$ cat src/rtl/bus_port_if.sv
// Arbiter-side bus between a core port and the shared-bus arbiter.
// The master side (bus_port) issues requests; the slave side (arbiter) acknowledges and completes them.
interface bus_port_if;
   logic        b_req;
   logic        b_lock;
   logic        b_dram_le;
   logic        b_dram_we_t;
   logic        b_data_le;
   logic        b_data_we;
   logic [31:0] b_dram_addr;
   logic [31:0] b_dram_wdata;
   logic [2:0]  b_dram_ctrl;
   logic [31:0] b_mem_paddr;
   logic [31:0] b_data_wdata;
   logic        b_ack;
   logic        b_done;
   logic [31:0] b_dram_odata;
   logic [31:0] b_data_rdata;

   modport master (
      output b_req, b_lock, b_dram_le, b_dram_we_t, b_data_le, b_data_we,
      output b_dram_addr, b_dram_wdata, b_dram_ctrl, b_mem_paddr, b_data_wdata,
      input  b_ack, b_done, b_dram_odata, b_data_rdata
   );

   modport slave (
      input  b_req, b_lock, b_dram_le, b_dram_we_t, b_data_le, b_data_we,
      input  b_dram_addr, b_dram_wdata, b_dram_ctrl, b_mem_paddr, b_data_wdata,
      output b_ack, b_done, b_dram_odata, b_data_rdata
   );
endinterface

$ cat src/rtl/bus_port.sv
// Core-to-arbiter bus port: captures one core access, holds it on the bus until the arbiter
// completes it, returns response data, and aborts via a watchdog if completion never comes.
module bus_port #(
   parameter int unsigned WD_LIMIT   = 1023,
   parameter logic [6:0]  AMO_OPCODE = 7'b0101111
) (
   input  logic        CLK,
   input  logic        RST_X,
   input  logic        c_dram_le,
   input  logic        c_dram_we_t,
   input  logic        c_data_le,
   input  logic        c_data_we,
   input  logic [31:0] c_dram_addr,
   input  logic [31:0] c_dram_wdata,
   input  logic [2:0]  c_dram_ctrl,
   input  logic [31:0] c_mem_paddr,
   input  logic [31:0] c_data_wdata,
   input  logic [31:0] c_ir,
   output logic        c_dram_busy,
   output logic        c_data_busy,
   output logic [31:0] c_dram_odata,
   output logic [31:0] c_data_rdata,
   bus_port_if.master  bus,
   output logic        err_overlap,
   output logic        err_timeout,
   output logic [15:0] req_count
);

   typedef enum logic [1:0] {IDLE, REQ, WAIT} state_t;

   localparam logic [15:0] WD_LIM16 = 16'(WD_LIMIT);

   state_t      state, state_nxt;
   logic [15:0] wd_cnt;
   logic        any_stb;
   logic        is_amo;
   logic        wd_hit;
   logic        capture, accept, complete, abort;
   logic        unused_ir;

   assign any_stb   = c_dram_le | c_dram_we_t | c_data_le | c_data_we;
   assign is_amo    = (c_ir[6:0] == AMO_OPCODE);
   assign unused_ir = ^c_ir[31:7];
   // Abort on the edge that closes the WD_LIMIT-th cycle spent in REQ+WAIT.
   assign wd_hit    = ((wd_cnt + 16'd1) == WD_LIM16);

   always_ff @(posedge CLK or negedge RST_X) begin
      if (!RST_X) state <= IDLE;
      else        state <= state_nxt;
   end

   always_comb begin
      state_nxt = state;
      if (capture)              state_nxt = REQ;
      else if (complete | abort) state_nxt = IDLE;
      else if (accept)          state_nxt = WAIT;
   end

   // b_done outranks the watchdog; b_ack alone only advances REQ to WAIT.
   always_comb begin
      capture  = 1'b0;
      accept   = 1'b0;
      complete = 1'b0;
      abort    = 1'b0;
      unique case (state)
         IDLE: capture = any_stb;
         REQ: begin
            if (bus.b_ack && bus.b_done) complete = 1'b1;
            else if (wd_hit)             abort    = 1'b1;
            else if (bus.b_ack)          accept   = 1'b1;
         end
         WAIT: begin
            if (bus.b_done)  complete = 1'b1;
            else if (wd_hit) abort    = 1'b1;
         end
         default: ;
      endcase
   end

   always_ff @(posedge CLK or negedge RST_X) begin
      if (!RST_X) begin
         bus.b_req        <= 1'b0;
         bus.b_lock       <= 1'b0;
         bus.b_dram_le    <= 1'b0;
         bus.b_dram_we_t  <= 1'b0;
         bus.b_data_le    <= 1'b0;
         bus.b_data_we    <= 1'b0;
         bus.b_dram_addr  <= '0;
         bus.b_dram_wdata <= '0;
         bus.b_dram_ctrl  <= '0;
         bus.b_mem_paddr  <= '0;
         bus.b_data_wdata <= '0;
         c_dram_busy      <= 1'b0;
         c_data_busy      <= 1'b0;
         c_dram_odata     <= '0;
         c_data_rdata     <= '0;
         err_overlap      <= 1'b0;
         err_timeout      <= 1'b0;
         req_count        <= '0;
         wd_cnt           <= '0;
      end else begin
         if ((state != IDLE) && any_stb) err_overlap <= 1'b1;

         if (capture) begin
            bus.b_req        <= 1'b1;
            bus.b_dram_le    <= c_dram_le;
            bus.b_dram_we_t  <= c_dram_we_t;
            bus.b_data_le    <= c_data_le;
            bus.b_data_we    <= c_data_we;
            bus.b_dram_addr  <= c_dram_addr;
            bus.b_dram_wdata <= c_dram_wdata;
            bus.b_dram_ctrl  <= c_dram_ctrl;
            bus.b_mem_paddr  <= c_mem_paddr;
            bus.b_data_wdata <= c_data_wdata;
            c_dram_busy      <= c_dram_le | c_dram_we_t;
            c_data_busy      <= c_data_le | c_data_we;
            if (is_amo) bus.b_lock <= 1'b1;
         end else if (complete) begin
            bus.b_req       <= 1'b0;
            bus.b_dram_le   <= 1'b0;
            bus.b_dram_we_t <= 1'b0;
            bus.b_data_le   <= 1'b0;
            bus.b_data_we   <= 1'b0;
            c_dram_busy     <= 1'b0;
            c_data_busy     <= 1'b0;
            c_dram_odata    <= bus.b_dram_odata;
            c_data_rdata    <= bus.b_data_rdata;
            req_count       <= req_count + 16'd1;
            // The lock spans an atomic load/store pair; only the store's completion releases it.
            if (bus.b_dram_we_t || bus.b_data_we) bus.b_lock <= 1'b0;
         end else if (abort) begin
            bus.b_req       <= 1'b0;
            bus.b_lock      <= 1'b0;
            bus.b_dram_le   <= 1'b0;
            bus.b_dram_we_t <= 1'b0;
            bus.b_data_le   <= 1'b0;
            bus.b_data_we   <= 1'b0;
            c_dram_busy     <= 1'b0;
            c_data_busy     <= 1'b0;
            err_timeout     <= 1'b1;
         end else if (accept) begin
            bus.b_req <= 1'b0;
         end

         if (capture)              wd_cnt <= '0;
         else if (state != IDLE)   wd_cnt <= wd_cnt + 16'd1;
      end
   end

endmodule

$ cat src/flat_wrapper.sv
// flat-port wrapper written by rule: the top's interface ports become plain ports
module bus_port_flat 
#(
   parameter int unsigned WD_LIMIT   = 1023,
   parameter logic [6:0]  AMO_OPCODE = 7'b0101111
)
  (CLK, RST_X, c_dram_le, c_dram_we_t, c_data_le, c_data_we, c_dram_addr, c_dram_wdata, c_dram_ctrl, c_mem_paddr, c_data_wdata, c_ir, c_dram_busy, c_data_busy, c_dram_odata, c_data_rdata, err_overlap, err_timeout, req_count, bus_b_req, bus_b_lock, bus_b_dram_le, bus_b_dram_we_t, bus_b_data_le, bus_b_data_we, bus_b_dram_addr, bus_b_dram_wdata, bus_b_dram_ctrl, bus_b_mem_paddr, bus_b_data_wdata, bus_b_ack, bus_b_done, bus_b_dram_odata, bus_b_data_rdata);
  bus_port_if bus_i ();
  input  logic CLK;
  input  logic RST_X;
  input  logic c_dram_le;
  input  logic c_dram_we_t;
  input  logic c_data_le;
  input  logic c_data_we;
  input  logic [31:0] c_dram_addr;
  input  logic [31:0] c_dram_wdata;
  input  logic [2:0] c_dram_ctrl;
  input  logic [31:0] c_mem_paddr;
  input  logic [31:0] c_data_wdata;
  input  logic [31:0] c_ir;
  output logic c_dram_busy;
  output logic c_data_busy;
  output logic [31:0] c_dram_odata;
  output logic [31:0] c_data_rdata;
  output logic err_overlap;
  output logic err_timeout;
  output logic [15:0] req_count;
  output wire logic [$bits(bus_i.b_req)-1:0] bus_b_req;
  output wire logic [$bits(bus_i.b_lock)-1:0] bus_b_lock;
  output wire logic [$bits(bus_i.b_dram_le)-1:0] bus_b_dram_le;
  output wire logic [$bits(bus_i.b_dram_we_t)-1:0] bus_b_dram_we_t;
  output wire logic [$bits(bus_i.b_data_le)-1:0] bus_b_data_le;
  output wire logic [$bits(bus_i.b_data_we)-1:0] bus_b_data_we;
  output wire logic [$bits(bus_i.b_dram_addr)-1:0] bus_b_dram_addr;
  output wire logic [$bits(bus_i.b_dram_wdata)-1:0] bus_b_dram_wdata;
  output wire logic [$bits(bus_i.b_dram_ctrl)-1:0] bus_b_dram_ctrl;
  output wire logic [$bits(bus_i.b_mem_paddr)-1:0] bus_b_mem_paddr;
  output wire logic [$bits(bus_i.b_data_wdata)-1:0] bus_b_data_wdata;
  input wire logic [$bits(bus_i.b_ack)-1:0] bus_b_ack;
  input wire logic [$bits(bus_i.b_done)-1:0] bus_b_done;
  input wire logic [$bits(bus_i.b_dram_odata)-1:0] bus_b_dram_odata;
  input wire logic [$bits(bus_i.b_data_rdata)-1:0] bus_b_data_rdata;
  assign bus_b_req = bus_i.b_req;
  assign bus_b_lock = bus_i.b_lock;
  assign bus_b_dram_le = bus_i.b_dram_le;
  assign bus_b_dram_we_t = bus_i.b_dram_we_t;
  assign bus_b_data_le = bus_i.b_data_le;
  assign bus_b_data_we = bus_i.b_data_we;
  assign bus_b_dram_addr = bus_i.b_dram_addr;
  assign bus_b_dram_wdata = bus_i.b_dram_wdata;
  assign bus_b_dram_ctrl = bus_i.b_dram_ctrl;
  assign bus_b_mem_paddr = bus_i.b_mem_paddr;
  assign bus_b_data_wdata = bus_i.b_data_wdata;
  assign bus_i.b_ack = bus_b_ack;
  assign bus_i.b_done = bus_b_done;
  assign bus_i.b_dram_odata = bus_b_dram_odata;
  assign bus_i.b_data_rdata = bus_b_data_rdata;
  bus_port #(.WD_LIMIT(WD_LIMIT), .AMO_OPCODE(AMO_OPCODE)) u_core (.CLK(CLK), .RST_X(RST_X), .c_dram_le(c_dram_le), .c_dram_we_t(c_dram_we_t), .c_data_le(c_data_le), .c_data_we(c_data_we), .c_dram_addr(c_dram_addr), .c_dram_wdata(c_dram_wdata), .c_dram_ctrl(c_dram_ctrl), .c_mem_paddr(c_mem_paddr), .c_data_wdata(c_data_wdata), .c_ir(c_ir), .c_dram_busy(c_dram_busy), .c_data_busy(c_data_busy), .c_dram_odata(c_dram_odata), .c_data_rdata(c_data_rdata), .bus(bus_i), .err_overlap(err_overlap), .err_timeout(err_timeout), .req_count(req_count));
endmodule
$ cat config.mk
export PLATFORM = sky130hd
export DESIGN_NAME = bus_port_flat
export DESIGN_NICKNAME = d
export VERILOG_FILES = /design/src/rtl/bus_port_if.sv /design/src/rtl/bus_port.sv /design/src/flat_wrapper.sv
export SDC_FILE = /design/constraint.sdc
export NUM_CORES = 1
export LEC_CHECK = 0
export ABC_AREA = 1
export BUFFER_PORTS_ARGS = -buffer_cell sky130_fd_sc_hd__buf_2
export CAP_MARGIN = 0
export CELL_PAD_IN_SITES_DETAIL_PLACEMENT = 0
export CELL_PAD_IN_SITES_GLOBAL_PLACEMENT = 1
export CORE_AREA = 2 2 175 177
export DETAILED_ROUTE_END_ITERATION = 16
export DIE_AREA = 0 0 177 179
export PLACE_DENSITY_LB_ADDON = 0.1
export SLEW_MARGIN = 20
export SYNTH_ARGS = -nofsm -noshare
export SYNTH_HDL_FRONTEND = slang
export SYNTH_SLANG_ARGS = --single-unit
$ cat constraint.sdc
create_clock -name CLK -period 2.51 [get_ports CLK]
set_input_delay 0.251 -clock CLK [delete_from_list [all_inputs] [get_ports CLK]]
set_output_delay 0.251 -clock CLK [all_outputs]
set_load 0.01 [all_outputs]
# == Word level (Yosys, flattened, before mapping) ==
# Index checks and enable logic that the tools add are counted.
# totals
ramBits,0
out_inout_bits,221
elab_cells,80
reg_bits,239
rom_bits,0
latch_bits,0
mem_count,0
# op_classes
shifts,0
div,0
eq_ne,6
order_cmp,0
bitwise_logic,7
addsub,2
mul,0
mux,33
n_reduce_logical,12
# op_table
cell,n
$add 16x1->16 const B,2
$mux 16,2
$mux 1,26
$eq 16x10->1 const B,1
$eq 7x6->1 const B,1
$mux 2,3
$reduce_and 3->1,2
$reduce_bool 3->1,2
$or 1x1->1,5
$pmux 1 s2,2
$reduce_bool 2->1,2
$reduce_bool 4->1,1
$ne 3x2->1 const B,1
$eq 2x1->1 const B,1
$eq 2x2->1 const B,1
$logic_and 1x1->1,2
$logic_not 2->1,1
$ne 2x1->1 const B,1
$not 1->1,2
$reduce_and 2->1,1
$logic_or 1x1->1,1

# == Longest topological paths before layout ==
# Gate-level depths: netlist of the first run.
# depth
ltp_word,9
depth_mapped,14
ltp_nobuf,14

# == Worst setup path after synthesis of the first run ==
# Ideal clock, no wire load.
# synth_timing
path_kind,flip-flop to flip-flop
start,register u_core.state[0]
end,register u_core.req_count[12]
setup_ns,0.126
n_path_buf,0
path_slack_ns,0.668
path_stages_with_launch,13
t_arrival_ns,1.715
required_ns,2.384
path_cell_list,dfrtp_1 inv_1 ha_1 nand2_1 a21oi_2 nand2_4 inv_2 nand2_1 nor2_2 nand3_1 nor2_1 nand2_1 xnor2_1
# synth_via
elab_chain_cells,4
# synth_lines
element,line,text
"start, declared",bus_port.sv:33,"state_t state, state_nxt;"
"start signal, assigned",bus_port.sv:49,else state <= state_nxt;
"parallel branches: the longest is 3 deep, another holds $eq 2x2->1",n/a,
$reduce_and 2->1 (no line) (*),n/a,
"end signal, assigned",bus_port.sv:128,req_count <= req_count + 16'd1;
"end, declared",bus_port.sv:26,output logic [15:0] req_count
# Every way passes the cells marked *.
# A chain may end at the register's enable or synchronous reset.

# == Final worst setup path of the first run ==
# Ends and elaborated chain as after synthesis.

==> metrics.cfg, run 1 <==
[floorplanning]
fp.dieH_um = 179
die_x_um = 177
io_pins = 456
dieArea_um2 = 31700
placementRows = 64
initial_core_util_pct = 32.3
core_region_area_um2 = 30000

[routing]
drt_iter0_drc = 402
drc = 0
ant_nets = 0
vias = 9331
dr.pass1.iters = 5
wl_um = 32000
via_per_inst = 4.26
wl_per_cell_um = 14.6

[global_routing]
first_global_vias = 9217
grt_max_degree = 109
overflow = 0
grt_pass1_wl_um = 48800
track_usage_pct = 19.3
grt_antenna_before_repair = 0

[layout]
area_growth_pct = 59.0
nets = 2013
n_fill_cell = 2892
stdcell_count = 2190
drive_above_1_share_pct = 28.9
insertedDiodeCount = 0

[critical_path]
start_kind = flip-flop
path_max_fanout = 7
end_kind = flip-flop
required_ps = 2930
cp.arrival_ps = 2560
crit_type = flip-flop to flip-flop

[timing]
max_freq_mhz = 468
fin_crit_sh_pct = 85.2
rsz0062_at_grt = false
slew_headroom_pct = 51.9
clock_skew_ps = 11.1
setup_viol = 0
hold_viol_final = 0
fin_tns_setup_ps = 0
finalCriticalPeriod_ps = 2140
maxSlewViolCount = 0
tightest_slew_ps = 722

[yosys]
ys_seq_area_share_pct = 61.6
yosys-top-cells-count = nand2_1 (680), dfrtp_1 (239), inv_1 (38)
synthesis.area_um2 = 9710
syn_inst = 1138
syn_nets = 1379
synth_most_common_cell = nand2_1
synth_edf_count = 0
yosys.area.top_type = dfrtp_1
ys_async_sr_fraction_pct = 100
syn_avg_cell_area_um2 = 8.53
ys.warnings.count = 0
ys_top_cells_by_area = dfrtp_1 (62%), nand2_1 (26%), inv_1 (1.5%), clkbuf_1 (1.2%), nand3_1 (1.2%)
ys.flop_type = dfrtp_1
ys_seq_elements = 239
synth.top_cell.area_share_pct = 61.6
synth_cell_types = 32

[clocking]
cts_inserted_buffers = 28
clock_latency_ps = 540
cts_root_buffer = clkbuf_16
clk_pin_slew_ps = 60
htree_levels = 1
cts_repair_resize_count = 0
cts.path.max_buffers = 3
post_cts_buffers = 0
cts_hold_buf = 202
clock-sinks = 239
cts_tree = built

[place]
placement.io_buffers = 430
placed_cells = 1936
hpwl_um = 22200
gp_congestion = 0.809

[power]
switching_share_pct = 37.7
p_per_area_nw_per_um2 = 1100
p_leak_uw = 0.00853
combPwrFrac_pct = 37.9
clkPwrFrac_pct = 25.0
switchingPower_uw = 6430
p_int_uw = 10600
ir_drop_mv = 0.727
p_seq_share_pct = 37.1

[worst_hold_path]
hp-class = input pin to flip-flop

[flow_run]
cap_violations = 0

[status]
status = complete, no violations

==> metrics by stage <==
step	power, µW	setup slack (ps)	hold WS (ps)	cell area, µm²	util [%]
finish	17000	372	177	15400	51.4
floorplan	9720	668	-44.6	9710	-
global placement	12600	395	335	12400	41.4
global route	18300	89.3	179	15400	51.4
detailed placement	12700	352	330	12400	41.4
CTS	17300	344	150	15400	51.4
==> area by class of cell <==
type                    instances  area (µm²)  share of cell area (%)
flip-flops and latches        239        5980                    38.8
repair buffers                650        4420                    28.6
multi-input cells             811        3390                    22.0
inverters                      42         160                    1.04
clock buffers                  42         843                    5.47
clock inverters                10         144                   0.932
well taps                     396         495                    3.21
==> cell usage in the layout (no fill, tap or decap), types with 2 or more instances in the layout <==
cell / n
nor2_1: 30
inv_2: 2
nand4_1: 9
clkinv_2: 4
o21ai_0: 3
buf_4: 10
inv_1: 38
xor2_1: 6
nor2_4: 3
a21oi_1: 3
ha_1: 6
nor2_2: 6
clkbuf_1: 5
dlygate4sd3_1: 202
nand2_2: 5
xnor2_1: 8
buf_12: 8
buf_2: 429
clkbuf_16: 28
nand2_4: 3
nand2_1: 680
nor3_1: 2
bufinv_16: 3
o22ai_1: 14
o21bai_1: 2
nand3_1: 23
dfrtp_1: 239
clkbuf_8: 9
==> logic make-up (layout without fill, tap and decap cells) <==
logic type | count (synthesis) | count (layout) | synth area share [%]
AOI/OAI and AO/OA | 26 | 26 | 1.71
xor gates and xnor gates | 14 | 14 | 1.26
adders and majority gates | 6 | 6 | 0.773
buffers and inverters | 88 | 744 | 3.54
DFF | 239 | 239 | 61.6
and+or+nand+nor | 765 | 765 | 31.1
==> registers in the layout, indices dropped and copies added (netlist names) <==
name and cells:
u_core.bus.b_dram_le 1, u_core.bus.b_dram_addr 32, u_core.bus.b_req 1, u_core.state 2, u_core.bus.b_data_wdata 32, u_core.err_timeout 1
u_core.c_dram_busy 1, u_core.req_count 16, u_core.c_dram_odata 32, u_core.c_data_busy 1, u_core.bus.b_data_le 1, u_core.c_data_rdata 32
u_core.bus.b_dram_we_t 1, u_core.bus.b_dram_wdata 32, u_core.bus.b_data_we 1, u_core.wd_cnt 16, u_core.bus.b_dram_ctrl 3, u_core.err_overlap 1
u_core.bus.b_mem_paddr 32, u_core.bus.b_lock 1
==> path summary, 6_finish.rpt <==
check / end / cells after the start / slack, ps / startpoint
hold / removal: u_core.bus.b_lock / 6 / 180 / c_ir[6]
min in group asynchronous: u_core.bus.b_dram_le / 2 / 330 / RST_X
max in group asynchronous: u_core.c_dram_odata[16] / 3 / 1440 / RST_X
setup / recovery: u_core.req_count[12] / 12 / 370 / u_core.state[0]
hold reg to reg: u_core.bus.b_data_le / 2 / 470 / u_core.bus.b_data_le
setup reg to reg: u_core.req_count[12] / 12 / 370 / u_core.state[0]
==> metal layers <==
metal | wire length [µm] | global-route usage (%) | up-vias
met5 | 0 | 0 | -
met4 | 651 | 4.92 | 0
met3 | 2480 | 5.51 | 42
met2 | 15600 | 33.6 | 294
met1 | 13200 | 23.6 | 4261
li1 | - | - | 4734
==> worst max-delay path, stage by stage (launching register included) <==
cell	delay [ps]
dfrtp_1	370
inv_1	70
ha_1	300
nand2_1	60
a21oi_2	180
nand2_4	140
inv_2	110
nand2_1	100
nor2_2	140
nand3_1	140
nor2_1	190
nand2_1	90
xnor2_1	120
==> power groups by stage <==
stage	sequential [µW]	combinational (µW)	clock, µW
after global routing	6550	7240	4550
after detailed placement	6330	6340	0
after CTS	6320	6580	4400
final	6330	6450	4270
after global placement	6340	6290	0
after floorplan	7130	2590	0
Note: power is estimated with default switching activity, not from simulation.
==> run 2, diff against run 1 <==
CORE_AREA = default   (was 2 2 175 177)
CORE_MARGIN = 8   (was default)
CORE_UTILIZATION = 36   (was default)
DIE_AREA = default   (was 0 0 177 179)
clock period = 2.6 ns   (was 2.51 ns; I/O delays follow)
==> run 2 against run 1 <==
Final area down 1.7%. Wire length increased by 9.4%. Sequential share of layout area up 0.65 points. Critical endpoint unchanged. Combinational power down 2%. Via count rose by 1.5%.
==> metrics.cfg, run 2 (synthesized netlist as in run 1, its figures left out) <==
[layout]
fin_util_pct = 56.8  ; +5.4 points
area_growth_pct = 56.3
drive_above_1_share_pct = 28.4  ; -0.49 points
mostFrequentLayoutCells = nand2_1 (680), buf_2 (429), dfrtp_1 (239), dlygate4sd3_1 (202), inv_1 (38)
n_fill_cell = 2425  ; -16%
stdcell_count = 2128  ; -2.8%
mostFrequentLayoutCell = nand2_1
nets = 2010  ; -0.15%

[floorplanning]
io_pins = 456  ; unchanged
fp.dieH_um = 180  ; +0.68%
initial_core_util_pct = 36.3  ; +4.0 points
dieArea_um2 = 32500  ; +2.5%
placementRows = 60  ; -6.3%
die_x_um = 180  ; +1.8%
core_region_area_um2 = 26700  ; -11%

[place]
placement.io_buffers = 430  ; unchanged
hpwl_um = 24500  ; +11%
placed_cells = 1879  ; -2.9%
place_ws_ps = 439  ; +86.6 ps
gp_congestion = 0.817  ; +1.1%

[power]
ir_drop_mv = 0.584  ; -20%
p_leak_uw = 0.00844  ; -1.1%
p_per_area_nw_per_um2 = 1060  ; -3.7%

[flow_run]
cap_violations = 0  ; unchanged

[clocking]
cts_inserted_buffers = 27  ; -3.6%
cts_tree = built
cts_hold_buf = 202  ; unchanged
post_cts_buffers = 0  ; unchanged
cts_root_buffer = clkbuf_16
clock-sinks = 239  ; unchanged
clk_pin_slew_ps = 60  ; about the same
cts.path.max_buffers = 3  ; unchanged
clock_latency_ps = 530  ; about the same
htree_levels = 1  ; unchanged
cts_repair_resize_count = 0  ; unchanged

[timing]
fin_tns_setup_ps = 0  ; unchanged
finalCriticalPeriod_ps = 2150  ; +14.0 ps
max_freq_mhz = 465  ; -0.65%
fin_ws_ps = 448  ; +76.0 ps
maxSlewViolCount = 0  ; unchanged
fin_crit_sh_pct = 82.8  ; -2.4 points
tightest_slew_ps = 764  ; +42.1 ps
hold_viol_final = 0  ; unchanged
clock_skew_ps = 14.1  ; +3.05 ps
slew_headroom_pct = 49.1  ; -2.8 points
setup_viol = 0  ; unchanged
rsz0062_at_grt = false

[routing]
via_per_inst = 4.45  ; +4.5%
drt_iter0_drc = 570  ; +42%
wl_per_cell_um = 16.4  ; +13%
wl_um = 35000  ; +9.4%
vias = 9471  ; +1.5%
drc = 0  ; unchanged
ant_nets = 0  ; unchanged
dr.pass1.iters = 4  ; -1

[global_routing]
track_usage_pct = 21.3  ; +1.9 points
first_global_vias = 10200  ; +10%
grt_max_degree = 137  ; +26%
grt_antenna_before_repair = 2  ; +2
overflow = 0  ; unchanged
grt_pass1_wl_um = 56300  ; +15%

[critical_path]
critPathLaunch = u_core.state[0]
required_ps = 3010  ; +80 ps
crit_type = flip-flop to flip-flop
ff2ff_setup_slack_ps = 450  ; +80 ps
worstReg2RegEnd = u_core.req_count[12]
worstReg2RegStart = u_core.state[0]
cp-endpoint = u_core.req_count[12]
end_kind = flip-flop
rr_worst_depth = 12  ; unchanged
cp.arrival_ps = 2560  ; about the same
start_kind = flip-flop
path_max_fanout = 9  ; +2

[worst_hold_path]
hp-class = input pin to flip-flop

[status]
status = complete, no violations

run 2: area by class of cell:
cell class / instances / area [µm²] / area share (%)
Multi-Input combinational cell: 811 / 3390 / 22.3
Clock inverter: 4 / 47.5 / 0.313
Inverter: 42 / 160 / 1.06
Clock buffer: 42 / 802 / 5.29
Sequential cell: 239 / 5980 / 39.4
Timing Repair Buffer: 648 / 4370 / 28.8
Antenna cell: 1 / 2.50 / 0.0165
Tap cell: 341 / 427 / 2.81
run 2: worst max-delay path, cell delays in order, from the launching register on:
cell     delay, ps
dfrtp_1        390
inv_1           80
ha_1           290
nand2_1         60
a21oi_2        170
nand2_4        130
inv_2          120
nand2_1        110
nor2_2         140
nand3_1        150
nor2_1         180
nand2_1         90
xnor2_1        120
run 2: stage by stage:
stage	power [µW]	hold WS [ps]	instance area, µm²
floorplan	9380	-35.6	9710
global placement	12200	247	12300
detailed placement	12300	243	12300
CTS	16400	172	15200
global route	17400	221	15200
finish	16100	191	15200
run 2: how the worst min path moves through the flow:
stage / cells after the start / slack (ps) / endpoint / start
global placement: 1 / 250 / u_core.bus.b_data_wdata[26] / RST_X
floorplan: 0 / -40 / u_core.bus.b_data_le / RST_X
detailed placement: 1 / 240 / u_core.bus.b_dram_addr[7] / RST_X
finish: 6 / 190 / u_core.bus.b_lock / c_ir[4]
global route: 6 / 220 / u_core.bus.b_lock / c_ir[4]
CTS: 6 / 170 / u_core.bus.b_lock / c_ir[4]
run 2: routing by layer:
metal,GRT usage (%),wire length [µm],up-vias
li1,-,-,4725
met1,24.5,14000,4331
met2,36.5,16800,344
met3,7.06,2990,69
met4,7.51,1190,2
met5,0,8,-
run 2: power breakdown:
part           internal [µW]  switching [µW]
Clock                   2190            1500
Combinational           2400            3930
Sequential              5290             832
